<file path="src/rtl/trig_frame_builder.sv">
// Trigger frame builder: timestamps trigger edges into a record FIFO and streams
// each record as a two-beat AXI-Stream frame to the inbound DMA port.
module trig_frame_builder #(
    parameter int unsigned FIFO_DEPTH  = 16,
    parameter int unsigned BUSY_THRESH = 12,
    parameter logic [7:0]  FRAME_DEST  = 8'h00
) (
    input  logic        dmaClk,
    input  logic        dmaRstL,
    input  logic        enable,
    input  logic        trigger,
    input  logic        spill,
    output logic        dmaIbMaster_tValid,
    output logic [63:0] dmaIbMaster_tData,
    output logic [7:0]  dmaIbMaster_tKeep,
    output logic        dmaIbMaster_tLast,
    output logic [7:0]  dmaIbMaster_tDest,
    input  logic        dmaIbSlave_tReady,
    output logic        busy,
    output logic [31:0] trigCount,
    output logic [15:0] dropCount
);

    localparam int unsigned AW = $clog2(FIFO_DEPTH);
    localparam int unsigned CW = AW + 1;

    typedef enum logic [1:0] {IDLE, BEAT0, BEAT1} state_e;

    state_e        state_q, state_d;
    logic          trig_q, spill_q;
    logic [47:0]   ts_q;
    logic [15:0]   spill_num_q;
    logic [31:0]   trig_cnt_q;
    logic [15:0]   drop_cnt_q;
    logic          busy_q, busy_d;
    logic [CW-1:0] wr_ptr_q, rd_ptr_q;
    logic [95:0]   mem [FIFO_DEPTH];
    logic [95:0]   rec_q;

    logic [CW-1:0] fifo_cnt;
    logic [CW-1:0] occupancy;
    logic          fifo_empty, full, in_flight, frame_done;
    logic          trig_ev, spill_ev, push, pop, drop;

    // Occupancy includes the record sitting in the output register until its
    // frame completes, so the capacity seen by triggers is FIFO_DEPTH records.
    assign fifo_cnt   = wr_ptr_q - rd_ptr_q;
    assign in_flight  = (state_q != IDLE);
    assign occupancy  = fifo_cnt + CW'(in_flight);
    assign fifo_empty = (fifo_cnt == '0);
    assign full       = (occupancy == CW'(FIFO_DEPTH));
    assign frame_done = (state_q == BEAT1) && dmaIbSlave_tReady;

    assign trig_ev  = trigger && !trig_q && enable;
    assign spill_ev = spill && !spill_q;
    assign push     = trig_ev && (!full || frame_done);
    assign drop     = trig_ev && !push;
    assign busy_d   = (32'(occupancy) >= BUSY_THRESH) || (in_flight && full);

    always_ff @(posedge dmaClk) begin
        if (push) begin
            mem[wr_ptr_q[AW-1:0]] <= {trig_cnt_q, spill_num_q, ts_q};
        end
    end

    always_ff @(posedge dmaClk or negedge dmaRstL) begin
        if (!dmaRstL) begin
            state_q     <= IDLE;
            trig_q      <= 1'b0;
            spill_q     <= 1'b0;
            ts_q        <= '0;
            spill_num_q <= '0;
            trig_cnt_q  <= '0;
            drop_cnt_q  <= '0;
            busy_q      <= 1'b0;
            wr_ptr_q    <= '0;
            rd_ptr_q    <= '0;
            rec_q       <= '0;
        end else begin
            state_q <= state_d;
            trig_q  <= trigger;
            spill_q <= spill;
            ts_q    <= ts_q + 48'd1;
            busy_q  <= busy_d;
            if (spill_ev) begin
                spill_num_q <= spill_num_q + 16'd1;
            end
            if (push) begin
                trig_cnt_q <= trig_cnt_q + 32'd1;
                wr_ptr_q   <= wr_ptr_q + CW'(1);
            end
            if (drop && (drop_cnt_q != 16'hFFFF)) begin
                drop_cnt_q <= drop_cnt_q + 16'd1;
            end
            if (pop) begin
                rec_q    <= mem[rd_ptr_q[AW-1:0]];
                rd_ptr_q <= rd_ptr_q + CW'(1);
            end
        end
    end

    // Record layout: {trigNum[95:64], spillNum[63:48], timestamp[47:0]}.
    always_comb begin
        state_d            = state_q;
        pop                = 1'b0;
        dmaIbMaster_tValid = 1'b0;
        dmaIbMaster_tLast  = 1'b0;
        dmaIbMaster_tData  = '0;
        case (state_q)
            IDLE: begin
                if (!fifo_empty) begin
                    pop     = 1'b1;
                    state_d = BEAT0;
                end
            end
            BEAT0: begin
                dmaIbMaster_tValid = 1'b1;
                dmaIbMaster_tData  = {8'hA5, 8'h01, rec_q[63:48], rec_q[95:64]};
                if (dmaIbSlave_tReady) begin
                    state_d = BEAT1;
                end
            end
            BEAT1: begin
                dmaIbMaster_tValid = 1'b1;
                dmaIbMaster_tLast  = 1'b1;
                dmaIbMaster_tData  = {16'h0000, rec_q[47:0]};
                if (dmaIbSlave_tReady) begin
                    if (!fifo_empty) begin
                        pop     = 1'b1;
                        state_d = BEAT0;
                    end else begin
                        state_d = IDLE;
                    end
                end
            end
            default: state_d = IDLE;
        endcase
    end

    assign dmaIbMaster_tKeep = dmaIbMaster_tValid ? 8'hFF : 8'h00;
    assign dmaIbMaster_tDest = FRAME_DEST;
    assign busy              = busy_q;
    assign trigCount         = trig_cnt_q;
    assign dropCount         = drop_cnt_q;

endmodule

</file>
<file path="config.mk">
export PLATFORM = sky130hd
export DESIGN_NAME = trig_frame_builder
export DESIGN_NICKNAME = d
export VERILOG_FILES = /design/src/rtl/trig_frame_builder.sv
export SDC_FILE = /design/constraint.sdc
export NUM_CORES = 2
export LEC_CHECK = 0
export CAP_MARGIN = 20
export CORE_MARGIN = 1.5
export CORE_UTILIZATION = 53
export DETAILED_ROUTE_END_ITERATION = 8
export PLACE_DENSITY = 0.72
export SLEW_MARGIN = 20
export SYNTH_ARGS = -nofsm -noshare
export SYNTH_HDL_FRONTEND = slang
export SYNTH_SLANG_ARGS = --single-unit
</file>
<file path="constraint.sdc">
create_clock -name dmaClk -period 13 [get_ports dmaClk]
set_input_delay 2.6 -clock dmaClk [delete_from_list [all_inputs] [get_ports dmaClk]]
set_output_delay 2.6 -clock dmaClk [all_outputs]
set_load 0.1 [all_outputs]
</file>
==> impl_results.md <==
- Num rows: 131
- Cell types occupying the most area after synthesis: sky130_fd_sc_hd__edfxtp_1 68%, sky130_fd_sc_hd__mux4_2 16%, sky130_fd_sc_hd__dfrtp_1 8.2%
- Final Max Slew Viols: 0
- Final-report hold violation count: 0
- Setup TNS: 0 ns
- Critical path type: reg2out
- Commonest cells after routing, fill and taps aside: 1536 x sky130_fd_sc_hd__edfxtp_1, 480 x sky130_fd_sc_hd__mux4_2, 220 x sky130_fd_sc_hd__dfrtp_1
- Clock root cell: sky130_fd_sc_hd__clkbuf_16
- Average instance area after synthesis: 22.5 µm²
- Gpl congestion: 0.779
- Start point of the worst min-delay path: wr_ptr_q[4]
- Number of global-route vias before repair: 33.0k
- Die Area: 131000 µm²
- Final #Nets: 3248
- HPWL reported at the end of detailed placement: 87100 µm
- Data arrival at the endpoint of the critical path: 4.26 ns
- Share of final-layout standard cells stronger than drive strength 1: 27.4%
- Clock Sink Count: 1759
- Total power density per cell area: 219 nW/µm²
- Worst-margin pin slew: 1.15 ns
- Area of the core: 128000 µm²
- DRC errors left: 0
- Source of the worst register-to-register timing path: rd_ptr_q[2]
- Synthesis Warnings: 0
- Required time at the worst-slack endpoint: 10.40 ns
- Fraction of the mapped netlist area in adder cells: 0.396%
- Final critical-path required period: 6.86 ns
- Total Wirelength: 156000 µm
- Most common library cell in the layout ignoring fill and taps: sky130_fd_sc_hd__edfxtp_1
- Grt total ovfl: 0
- Register-to-register setup slack: 7.40 ns
- Cell Area, Placed: 71300 µm²
- Detailed-route wire length per cell: 31.0 µm
- Y dimension of the die: 362 µm
- Slew Limit Headroom: 22.9%
- Antenna violations before repair: 7
- Number of register bits inferred by synthesis: 1759
- Final clock period utilization by the worst path: 52.8%
- Final antenna diode count: 0
- Worst-path maximum fanout: 32
- Detailed-router iteration count before antenna repair: 5
- Cell taking the most area after synthesis: sky130_fd_sc_hd__edfxtp_1
- Total Power Consumption: 16.9 mW
- Count of endpoints failing setup in the final report: 0
- Critical register-to-register path endpoint: rec_q[13]
- Post-route cell area: 77200 µm²
- Crit path capture type: output pin
- Number of setup buffers added after CTS: 0
- Cell depth of the worst flop-to-flop path: 10
- Synth Area in Compound Gates: 0.753%
- P&R area growth vs syn: 13.0%
- Clock buffers created by TritonCTS: 173
- Starting DRC count in detailed routing: 4240
- Wire length of the first global-routing pass: 230000 µm
- Xor and xnor fraction of the mapped netlist area: 1.50%
- Sequential share of the synthesized area: 75.7%
- Max-cap viol count: 0
- Netlist area before placement: 68300 µm²
- Post-cts resize count: 0
- X dimension of the die: 362 µm
- Post-Synth Simple-Gate Area: 2.33%
- Filler cells: 8468
- Input/output buffers: 117
- Setup clock skew after layout: 0.0360 ns
- Initial core utilization: 53.5%
- RSZ-0062 raised after global routing: false
- Gate count after technology mapping: 3036
- Worst Hold Endpoint: wr_ptr_q[4]
- Clk pin slew, worst setup/hold paths: 0.06 ns
- Clock Tree Buf Depth: 3
- Clock latency on the worst-skew pair: 0.82 ns
- Maximum number of pins on one net before global-route repair: 183
- Multiplexer share of the synthesized area: 17.9%
- Cell variety after synth: 45
- Area share of the largest cell type after synthesis: 67.5%
- DR vias/cell: 6.40
- Type of the tightest min-delay check: reg2reg
- Largest family of logic cells by synthesized area: multiplexers
- CTS tree: yes
- Final hold slack: 0.499 ns
- I/O pin count: 137
- Global router's overall resource usage: 24.3%
- Result of the run: complete, no violations
- Antenna viol nets, final: 0
- Leakage dissipation: 23.3 nW
- Maximum clock frequency: 146 MHz
- H-tree levels: 4
- Category of the worst setup path launch point: flop
- Detailed-route via count: 32.2k
- Post-CTS Hold Buffers: 0
- Hold-critical path depth: 1
- Peak supply drop: 0.205 mV
==> worst max path at each step <==
stage | to | from | slack, ns | cells past startpoint
floorplan | mem[3][0] | enable | 1.96 | 7
global placement | mem[1][37] | dmaIbSlave_tReady | 6.43 | 8
detailed placement | mem[1][35] | dmaIbSlave_tReady | 6.36 | 8
CTS | dmaIbMaster_tData[47] | state_q[0] | 6.07 | 6
global route | dmaIbMaster_tData[47] | state_q[0] | 5.99 | 6
finish | dmaIbMaster_tData[47] | state_q[0] | 6.14 | 6
==> layer usage <==
metal	GRT usage, %	share of wire [%]
met5	0	0.017
met4	5.62	1.8
met3	5.38	11
met2	36.0	46
met1	37.3	41
==> cells in the mapped netlist (all sizes together) <==
cell type and number:
and2 6, nor2b 51, nor4b 2, nor3 9, nor2 25, a211o 1
or2 3, buf 88, a21oi 9, nand2b 1, a22oi 50, conb 1
a21o 2, o22ai 1, fa 1, and4 10, mux4 480, xnor2 95
edfxtp 1536, nor4 6, clkbuf 93, xor2 22, o21ai 5, nand2 45
nand4 36, o21bai 1, a2111o 1, mux2i 2, or3 5, and3b 1
nand3 50, mux2 99, o2111ai 1, inv 19, dfrtp 223, and3 36
ha 20
==> logic make-up after synthesis <==
group                    Yosys count
flip-flops                      1759
buffers and inverters            200
XOR/XNOR                         117
other                              1
adder cells (fa/ha/maj)           21
AND/OR/NAND/NOR                  286
AO/OA/AOI/OAI                     71
multiplexers                     581
==> where the power goes <==
group	switching (mW)	total [mW]	internal, mW
logic	2.87	4.94	2.07
registers	0.392	6.92	6.53
clock network	2.15	5.07	2.92
==> registers in the layout, summed over array words and instances (netlist names) <==
| register | cells |
|---|---|
| busy | 1 |
| dropCount | 16 |
| mem | 1536 |
| rd_ptr_q | 5 |
| rec_q | 96 |
| spill_num_q | 16 |
| spill_q | 1 |
| state_q | 2 |
| trigCount | 32 |
| trig_q | 1 |
| ts_q | 48 |
| wr_ptr_q | 5 |
==> critical path, stage by stage (launching register included) <==
cell and delay, ns:
sky130_fd_sc_hd__dfrtp_1 0.45, sky130_fd_sc_hd__inv_1 0.13, sky130_fd_sc_hd__ha_2 0.68, sky130_fd_sc_hd__buf_4 0.60, sky130_fd_sc_hd__a22oi_1 0.19, sky130_fd_sc_hd__nor2b_1 0.21, sky130_fd_sc_hd__clkdlybuf4s50_1 1.16
==> through the flow <==
step / std cells / utilization [%] / setup WS [ns]
floorplan: 3054 / - / 1.96
global placement: 4704 / 55.8 / 6.43
detailed placement: 4704 / 55.8 / 6.36
CTS: 5024 / 60.4 / 6.07
finish: 5028 / 60.5 / 6.14
global route: 5028 / 60.5 / 5.99
==> layout make-up <==
cell class | instances | area (µm²) | share of cell area [%]
multi-input combinational | 1095 | 15800 | 20.5
clock buffer | 221 | 4710 | 6.11
clock inverter | 99 | 1110 | 1.43
tap | 1662 | 2080 | 2.69
sequential | 1759 | 51700 | 67.0
inverter | 19 | 78.8 | 0.102
timing repair buffer | 173 | 1700 | 2.20
(Power assumes the default switching activity.)
